[config.mk]
export PLATFORM = sky130hd
export DESIGN_NAME = pipeline_hazard_unit_flat
export DESIGN_NICKNAME = d
export VERILOG_FILES = /design/src/rtl/pipeline_hazard_unit_if.sv /design/src/rtl/pipeline_hazard_unit.sv /design/src/flat_wrapper.sv
export SDC_FILE = /design/constraint.sdc
export NUM_CORES = 1
export LEC_CHECK = 0
export BUFFER_PORTS_ARGS = -buffer_cell sky130_fd_sc_hd__buf_2
export CORE_AREA = 5 5 42 44
export DETAILED_ROUTE_END_ITERATION = 7
export DIE_AREA = 0 0 47 49
export PLACE_DENSITY = 0.89
export SLEW_MARGIN = 20
export SYNTH_ARGS = -nofsm -noshare
export SYNTH_HDL_FRONTEND = slang
export SYNTH_SLANG_ARGS = --single-unit
[constraint.sdc]
create_clock -name clk -period 1.3 [get_ports clk]
set_input_delay 0.065 -clock clk [delete_from_list [all_inputs] [get_ports clk]]
set_output_delay 0.065 -clock clk [all_outputs]
set_load 0.005 [all_outputs]
[src/rtl/pipeline_hazard_unit_if.sv]
// Hazard unit bundle: pipeline-side register/control
// fields in, stall/flush/forward controls out.
interface pipeline_hazard_unit_if #(
  parameter int REG_ADDR_W = 5
);
  logic [REG_ADDR_W-1:0] id_rs1;
  logic [REG_ADDR_W-1:0] id_rs2;
  logic                  id_uses_rs1;
  logic                  id_uses_rs2;
  logic [REG_ADDR_W-1:0] ex_rs1;
  logic [REG_ADDR_W-1:0] ex_rs2;
  logic [REG_ADDR_W-1:0] ex_rd;
  logic                  ex_reg_write;
  logic                  ex_mem_read;
  logic [REG_ADDR_W-1:0] mem_rd;
  logic                  mem_reg_write;
  logic [REG_ADDR_W-1:0] wb_rd;
  logic                  wb_reg_write;
  logic                  branch_taken;
  logic                  pc_write_en;
  logic                  if_id_write_en;
  logic                  if_id_flush;
  logic                  id_ex_flush;
  logic [1:0]            fwd_a_sel;
  logic [1:0]            fwd_b_sel;

  modport master (
    output id_rs1, id_rs2,
    output id_uses_rs1, id_uses_rs2,
    output ex_rs1, ex_rs2, ex_rd,
    output ex_reg_write, ex_mem_read,
    output mem_rd, mem_reg_write,
    output wb_rd, wb_reg_write,
    output branch_taken,
    input  pc_write_en, if_id_write_en,
    input  if_id_flush, id_ex_flush,
    input  fwd_a_sel, fwd_b_sel
  );

  modport slave (
    input  id_rs1, id_rs2,
    input  id_uses_rs1, id_uses_rs2,
    input  ex_rs1, ex_rs2, ex_rd,
    input  ex_reg_write, ex_mem_read,
    input  mem_rd, mem_reg_write,
    input  wb_rd, wb_reg_write,
    input  branch_taken,
    output pc_write_en, if_id_write_en,
    output if_id_flush, id_ex_flush,
    output fwd_a_sel, fwd_b_sel
  );
endinterface

[src/rtl/pipeline_hazard_unit.sv]
// Load-use stall, branch flush and EX forwarding control.
// HAZARD_STATS_EN adds saturating stall/flush counters.
module pipeline_hazard_unit #(
  parameter int REG_ADDR_W          = 5,
  parameter int LOAD_STALL_CYCLES   = 1,
  parameter int BRANCH_FLUSH_CYCLES = 1
`ifdef HAZARD_STATS_EN
  ,
  parameter int CNT_W               = 16
`endif
) (
  input  logic                    clk,
  input  logic                    reset,
  pipeline_hazard_unit_if.slave   hz
`ifdef HAZARD_STATS_EN
  ,
  output logic [CNT_W-1:0]        stall_count,
  output logic [CNT_W-1:0]        flush_count
`endif
);

  localparam int MAXC =
    (LOAD_STALL_CYCLES > BRANCH_FLUSH_CYCLES) ?
    LOAD_STALL_CYCLES : BRANCH_FLUSH_CYCLES;
  localparam int CW = $clog2(MAXC + 1);
  localparam bit LS_MULTI = LOAD_STALL_CYCLES > 1;
  localparam bit BF_MULTI = BRANCH_FLUSH_CYCLES > 1;
  localparam logic [CW-1:0] LS_INIT =
    LS_MULTI ? CW'(LOAD_STALL_CYCLES - 2) : '0;
  localparam logic [CW-1:0] BF_INIT =
    BF_MULTI ? CW'(BRANCH_FLUSH_CYCLES - 2) : '0;
  localparam logic [REG_ADDR_W-1:0] X0 = '0;

  typedef enum logic [1:0] {
    RUN   = 2'd0,
    STALL = 2'd1,
    FLUSH = 2'd2
  } state_t;

  state_t          state, state_n;
  logic [CW-1:0]   cnt, cnt_n;
  logic            rs1_hit, rs2_hit, hazard;
  logic            flush_mode, stall_mode;
  logic            pc_we, ifid_we, ifid_fl, idex_fl;
  logic [1:0]      fa, fb;

  assign rs1_hit = hz.id_uses_rs1 &&
                   (hz.id_rs1 == hz.ex_rd);
  assign rs2_hit = hz.id_uses_rs2 &&
                   (hz.id_rs2 == hz.ex_rd);
  assign hazard  = hz.ex_mem_read &&
                   hz.ex_reg_write &&
                   (hz.ex_rd != X0) &&
                   (rs1_hit || rs2_hit);

  assign flush_mode = reset &&
    (hz.branch_taken || state == FLUSH);
  assign stall_mode = reset && !flush_mode &&
    (state == STALL || (state == RUN && hazard));

  always_ff @(posedge clk or negedge reset) begin
    if (!reset) begin
      state <= RUN;
      cnt   <= '0;
    end else begin
      state <= state_n;
      cnt   <= cnt_n;
    end
  end

  always_comb begin
    state_n = state;
    cnt_n   = cnt;
    if (hz.branch_taken) begin
      state_n = BF_MULTI ? FLUSH : RUN;
      cnt_n   = BF_INIT;
    end else begin
      unique case (state)
        RUN: begin
          if (hazard && LS_MULTI) begin
            state_n = STALL;
            cnt_n   = LS_INIT;
          end
        end
        default: begin
          if (cnt == '0) state_n = RUN;
          else cnt_n = cnt - 1'b1;
        end
      endcase
    end
  end

  always_comb begin
    pc_we   = 1'b1;
    ifid_we = 1'b1;
    ifid_fl = 1'b0;
    idex_fl = 1'b0;
    unique case (1'b1)
      !reset: begin
        pc_we   = 1'b0;
        ifid_we = 1'b0;
        ifid_fl = 1'b1;
        idex_fl = 1'b1;
      end
      flush_mode: begin
        ifid_fl = 1'b1;
        idex_fl = 1'b1;
      end
      stall_mode: begin
        pc_we   = 1'b0;
        ifid_we = 1'b0;
        idex_fl = 1'b1;
      end
      default: ;
    endcase
  end

  function automatic logic [1:0] fwd_sel(
    input logic [REG_ADDR_W-1:0] rs,
    input logic [REG_ADDR_W-1:0] m_rd,
    input logic                  m_we,
    input logic [REG_ADDR_W-1:0] w_rd,
    input logic                  w_we
  );
    if (m_we && m_rd != X0 && m_rd == rs)
      return 2'b10;
    else if (w_we && w_rd != X0 && w_rd == rs)
      return 2'b01;
    else
      return 2'b00;
  endfunction

  // MEM is the younger result, so it wins over WB
  assign fa = !reset ? 2'b00 :
    fwd_sel(hz.ex_rs1, hz.mem_rd, hz.mem_reg_write,
            hz.wb_rd, hz.wb_reg_write);
  assign fb = !reset ? 2'b00 :
    fwd_sel(hz.ex_rs2, hz.mem_rd, hz.mem_reg_write,
            hz.wb_rd, hz.wb_reg_write);

  assign hz.pc_write_en    = pc_we;
  assign hz.if_id_write_en = ifid_we;
  assign hz.if_id_flush    = ifid_fl;
  assign hz.id_ex_flush    = idex_fl;
  assign hz.fwd_a_sel      = fa;
  assign hz.fwd_b_sel      = fb;

`ifdef HAZARD_STATS_EN
  always_ff @(posedge clk or negedge reset) begin
    if (!reset) begin
      stall_count <= '0;
      flush_count <= '0;
    end else begin
      if (!pc_we && stall_count != '1)
        stall_count <= stall_count + 1'b1;
      if (flush_mode && flush_count != '1)
        flush_count <= flush_count + 1'b1;
    end
  end
`endif

endmodule
[src/flat_wrapper.sv]
// flat-port wrapper written by rule: the top's interface ports become plain ports
module pipeline_hazard_unit_flat 
#(
  parameter int REG_ADDR_W          = 5,
  parameter int LOAD_STALL_CYCLES   = 1,
  parameter int BRANCH_FLUSH_CYCLES = 1

)
  (clk, reset, hz_id_rs1, hz_id_rs2, hz_id_uses_rs1, hz_id_uses_rs2, hz_ex_rs1, hz_ex_rs2, hz_ex_rd, hz_ex_reg_write, hz_ex_mem_read, hz_mem_rd, hz_mem_reg_write, hz_wb_rd, hz_wb_reg_write, hz_branch_taken, hz_pc_write_en, hz_if_id_write_en, hz_if_id_flush, hz_id_ex_flush, hz_fwd_a_sel, hz_fwd_b_sel);
  pipeline_hazard_unit_if #(.REG_ADDR_W(REG_ADDR_W)) hz_i ();
  input  logic clk;
  input  logic reset;
  input wire logic [$bits(hz_i.id_rs1)-1:0] hz_id_rs1;
  input wire logic [$bits(hz_i.id_rs2)-1:0] hz_id_rs2;
  input wire logic [$bits(hz_i.id_uses_rs1)-1:0] hz_id_uses_rs1;
  input wire logic [$bits(hz_i.id_uses_rs2)-1:0] hz_id_uses_rs2;
  input wire logic [$bits(hz_i.ex_rs1)-1:0] hz_ex_rs1;
  input wire logic [$bits(hz_i.ex_rs2)-1:0] hz_ex_rs2;
  input wire logic [$bits(hz_i.ex_rd)-1:0] hz_ex_rd;
  input wire logic [$bits(hz_i.ex_reg_write)-1:0] hz_ex_reg_write;
  input wire logic [$bits(hz_i.ex_mem_read)-1:0] hz_ex_mem_read;
  input wire logic [$bits(hz_i.mem_rd)-1:0] hz_mem_rd;
  input wire logic [$bits(hz_i.mem_reg_write)-1:0] hz_mem_reg_write;
  input wire logic [$bits(hz_i.wb_rd)-1:0] hz_wb_rd;
  input wire logic [$bits(hz_i.wb_reg_write)-1:0] hz_wb_reg_write;
  input wire logic [$bits(hz_i.branch_taken)-1:0] hz_branch_taken;
  output wire logic [$bits(hz_i.pc_write_en)-1:0] hz_pc_write_en;
  output wire logic [$bits(hz_i.if_id_write_en)-1:0] hz_if_id_write_en;
  output wire logic [$bits(hz_i.if_id_flush)-1:0] hz_if_id_flush;
  output wire logic [$bits(hz_i.id_ex_flush)-1:0] hz_id_ex_flush;
  output wire logic [$bits(hz_i.fwd_a_sel)-1:0] hz_fwd_a_sel;
  output wire logic [$bits(hz_i.fwd_b_sel)-1:0] hz_fwd_b_sel;
  assign hz_i.id_rs1 = hz_id_rs1;
  assign hz_i.id_rs2 = hz_id_rs2;
  assign hz_i.id_uses_rs1 = hz_id_uses_rs1;
  assign hz_i.id_uses_rs2 = hz_id_uses_rs2;
  assign hz_i.ex_rs1 = hz_ex_rs1;
  assign hz_i.ex_rs2 = hz_ex_rs2;
  assign hz_i.ex_rd = hz_ex_rd;
  assign hz_i.ex_reg_write = hz_ex_reg_write;
  assign hz_i.ex_mem_read = hz_ex_mem_read;
  assign hz_i.mem_rd = hz_mem_rd;
  assign hz_i.mem_reg_write = hz_mem_reg_write;
  assign hz_i.wb_rd = hz_wb_rd;
  assign hz_i.wb_reg_write = hz_wb_reg_write;
  assign hz_i.branch_taken = hz_branch_taken;
  assign hz_pc_write_en = hz_i.pc_write_en;
  assign hz_if_id_write_en = hz_i.if_id_write_en;
  assign hz_if_id_flush = hz_i.if_id_flush;
  assign hz_id_ex_flush = hz_i.id_ex_flush;
  assign hz_fwd_a_sel = hz_i.fwd_a_sel;
  assign hz_fwd_b_sel = hz_i.fwd_b_sel;
  pipeline_hazard_unit #(.REG_ADDR_W(REG_ADDR_W), .LOAD_STALL_CYCLES(LOAD_STALL_CYCLES), .BRANCH_FLUSH_CYCLES(BRANCH_FLUSH_CYCLES)) u_core (.clk(clk), .reset(reset), .hz(hz_i));
endmodule
After elaboration in Yosys (flattened, before gate mapping):

Index checks and enable logic that the tools add are counted.

* add/subtract/negate cells: 1
* equal/unequal tests: 10
* multiplexer cells: 15
* reduce and logical (&&, ||, !) cells: 28

Operator list (count)
* $eq A5 B5 Y1: 6
* $logic_and A1 B1 Y1: 15
* $reduce_bool A5 Y1: 3
* $mux W2: 7
* $mux W1: 8
* $ne A2 B2 Y1 const B: 2
* $reduce_or A2 Y1: 2
* $logic_or A1 B1 Y1: 3
* $reduce_or A3 Y1: 1
* $eq A2 B1 Y1 const B: 1
* $eq A2 B2 Y1 const B: 1
* $logic_not A1 Y1: 2
* $logic_not A2 Y1: 1
* $reduce_and A2 Y1: 1
* $sub A1 B1 Y1 const B: 1

* bits in registers: 3
* word-level logic and storage cells: 56

Depth between registers and ports, before layout:

* depth after elaboration: 9
* gate-level depth with buffers: 5
* mapped depth without buffers: 4

Least setup slack after synthesis:

No wires, ideal clock.

* path kind: input to output
* from: input hz_mem_rd[0]
* to: output hz_fwd_a_sel[0]
* data arrival time: 1.087 ns
* data required time: 1.235 ns
* slack: 0.148 ns
* stages on the path: 4
* cell sequence: or4_1 -> o21ai_2 -> nor4_1 -> nor4_2

* longest elaborated chain between the ends: 5
* elaborated cells on any way between the ends: 6

RTL lines
* start: declaration: line flat_wrapper.sv:22 `input wire logic [$bits(hz_i.mem_rd)-1:0] hz_mem_rd;`
* $reduce_bool A5 Y1: line pipeline_hazard_unit.sv:125 `if (m_we && m_rd != X0 && m_rd == rs)`
* $logic_and A1 B1 Y1: line pipeline_hazard_unit.sv:125
* $logic_and A1 B1 Y1 *: line pipeline_hazard_unit.sv:125
* $mux W2 *: line pipeline_hazard_unit.sv:125
* $mux W2 *: line pipeline_hazard_unit.sv:134 `assign fa = !reset ? 2'b00 :`
* end: declaration: line flat_wrapper.sv:31 `output wire logic [$bits(hz_i.fwd_a_sel)-1:0] hz_fwd_a_sel;`

Mark *: on every way between the ends. The rest lies on a longest branch, timed or not.

Worst setup path in the final report:

* from: input hz_ex_rs1[4]
* to: output hz_fwd_a_sel[0]

* longest elaborated chain between the ends: 5
* elaborated cells on any way between the ends: 7

RTL lines
* start: declaration: line flat_wrapper.sv:17 `input wire logic [$bits(hz_i.ex_rs1)-1:0] hz_ex_rs1;`
* $eq A5 B5 Y1: line pipeline_hazard_unit.sv:127 `else if (w_we && w_rd != X0 && w_rd == rs)`
* $logic_and A1 B1 Y1: line pipeline_hazard_unit.sv:127
* $mux W1: line pipeline_hazard_unit.sv:127
* $mux W2 *: line pipeline_hazard_unit.sv:125
* $mux W2 *: line pipeline_hazard_unit.sv:134

Marked as above.

==> run summary <==
CORE AREA: 1400 um2
Critical Path RT: 1.24 ns
Cell area power density: 299 nW/um2
Measured slew at the worst slew-check pin: 0.276 ns
Global Route Usage Sum: 0.146
Maximum clock rate: 755 MHz
Crit end category: output port
Crit path launch: hz_ex_rs1[4]
Average cell area after synthesis: 8.23 um2
Grt ovf: 0
First-pass GRT wire length: 2660 um
Top cell type's share of synthesized area: 0.434
Top cells by area, synth: xor2_1 43%, xnor2_1 16%, or4_1 8.5%
Max Slew Vio Count: 0
GR Util met3: 0.00738
Final Net Count: 156
Dpl cell area: 749 um2
CP Launch Type: primary input
Failing checks: setup timing
Syn_nets: 98
Seq cells: 0
Cell area after synthesis: 444 um2
Cell taking the most area after synthesis: xor2_1
Site Rows: 14
Remaining DRCs: 0
Io pins: 52
CP cell instances: buf_2, xor2_1, or4_4, nor4_2, buf_2
Routed Antenna Nets: 0
Die span in y: 49 um
Highest cell delay on the worst timing path: 0.51 ns
Max Fanout on Critical Path: 2
Die W: 47 um
Fin area: 923 um2
CP most frequent cell: buf_2
RePlAce Congestion: 0.751
Final HPWL DP: 1510 um
RSZ-0062 raised after global routing: yes
FF/Latch Area: 0 um2
Fraction of layout cells with a size suffix above 1: 0.645
WL/cell: 14.6 um
Initial DRC count: 1
PortBufs: 51
Initial Utilization: 0.317
Initial antenna violation count: 0
Vias in the first global route: 702
Hold_buf cts: 0
# clk buffers: 0
Inserted Diodes: 0
Initial DRT Pass Iterations: 2
Worst setup path endpoint: hz_fwd_a_sel[0]
Max Cap Viol: 0
Status: complete, but fails checks
Met1 usage: 0.167
Vias per inst: 5.00
Final setup viols: 3
Largest net degree at the start of global routing: 5
Fin crit period: 1.32 ns
Slowest CP cell: or4_4
Die footprint: 2300 um2
Area of the multi-input gates: 517 um2
Mapped Cells: 54
Post-synthesis sequential area ratio: 0
Detailed-route via count: 630
Dpl cells: 125
Period utilization: 1.02
Rel. slew slack: 0.815
Commonest non-fill, non-tap cell in the layout: buf_2
Non-filler instance count after layout: 126
Cell variety after synth: 15
Hold Crit Class: in -> out
WS Path Type: in -> out
Lkg Pwr: 0.000424 uW
Synth warnings: 0
Most frequent cells in the layout: 36 x buf_2, 21 x xor2_1, 13 x buf_6
CP Data Arrival Time: 1.26 ns
Fill cell count: 123
Gr busiest metal: met2
Final hold vios: 0
Final WS setup: -0.0246 ns
Peak VDD IR: 0.000156 V
Area Overhead vs Synth: 108%
GR met2 Demand/Resource: 0.292
WL final: 1840 um
-- metrics by stage --
stage | utilization | total power (uW) | TNS (ns) | hold WS (ns) | worst slack (ns)
after floorplan | - | 89.8 | 0 | 0.187 | 0.148
after global placement | 0.535 | 206 | -0.254 | 0.421 | -0.0949
after detailed placement | 0.535 | 215 | -0.463 | 0.424 | -0.139
after CTS | 0.627 | 256 | -0.161 | 0.428 | -0.0488
after global routing | 0.659 | 298 | -0.333 | 0.478 | -0.0878
final | 0.659 | 276 | -0.0622 | 0.428 | -0.0246
-- kinds of logic after synthesis --
| logic type | synth area share |
|---|---|
| buf+inv | 0.0169 |
| compound gates | 0.110 |
| simple gates | 0.282 |
| xor+xnor | 0.592 |
-- power by group --
part / total, uW / internal (uW) / switching, uW
logic: 276 / 153 / 124
registers: 0 / 0 / 0
clock network: 0 / 0 / 0
total: 276 / 153 / 124
-- worst min path at each step --
stage | startpoint | endpoint | depth (start not counted)
global route | hz_branch_taken | hz_if_id_flush | 3
CTS | hz_branch_taken | hz_if_id_flush | 3
detailed placement | hz_branch_taken | hz_if_id_flush | 3
floorplan | reset | hz_if_id_flush | 1
finish | hz_branch_taken | hz_if_id_flush | 3
global placement | hz_branch_taken | hz_if_id_flush | 3
-- synthesized netlist by cell type (all sizes together) --
cell / n
o31a: 1
or4: 5
xnor2: 8
nand2b: 1
nor4: 6
buf: 1
a32oi: 1
and2: 3
nand3: 2
o211ai: 2
o21bai: 1
o21ai: 1
xor2: 22
-- metal layers --
metal  share of wire  wire length (um)
met5               0                 0
met4               0                 0
met3           0.090               166
met2            0.56              1030
met1            0.35               641
-- layout make-up --
type / instances / share of cell area
Multi-Input combinational cell: 53 / 0.560
Timing Repair Buffer: 57 / 0.419
Tap cell: 16 / 0.0217
-- worst max-delay path, delay by kind of cell --
kind / cells / cell delay (ns)
buffers and inverters: 2 / 0.27
xor gates and xnor gates: 1 / 0.15
and+or+nand+nor: 2 / 0.77
-- what timing repair did --
action                     in CTS  in global routing
setup buffers                   1                  0
resized for setup              25                  8
pin swaps                      17                  7
setup endpoints to repair       6                  7
(Power assumes the default switching activity.)
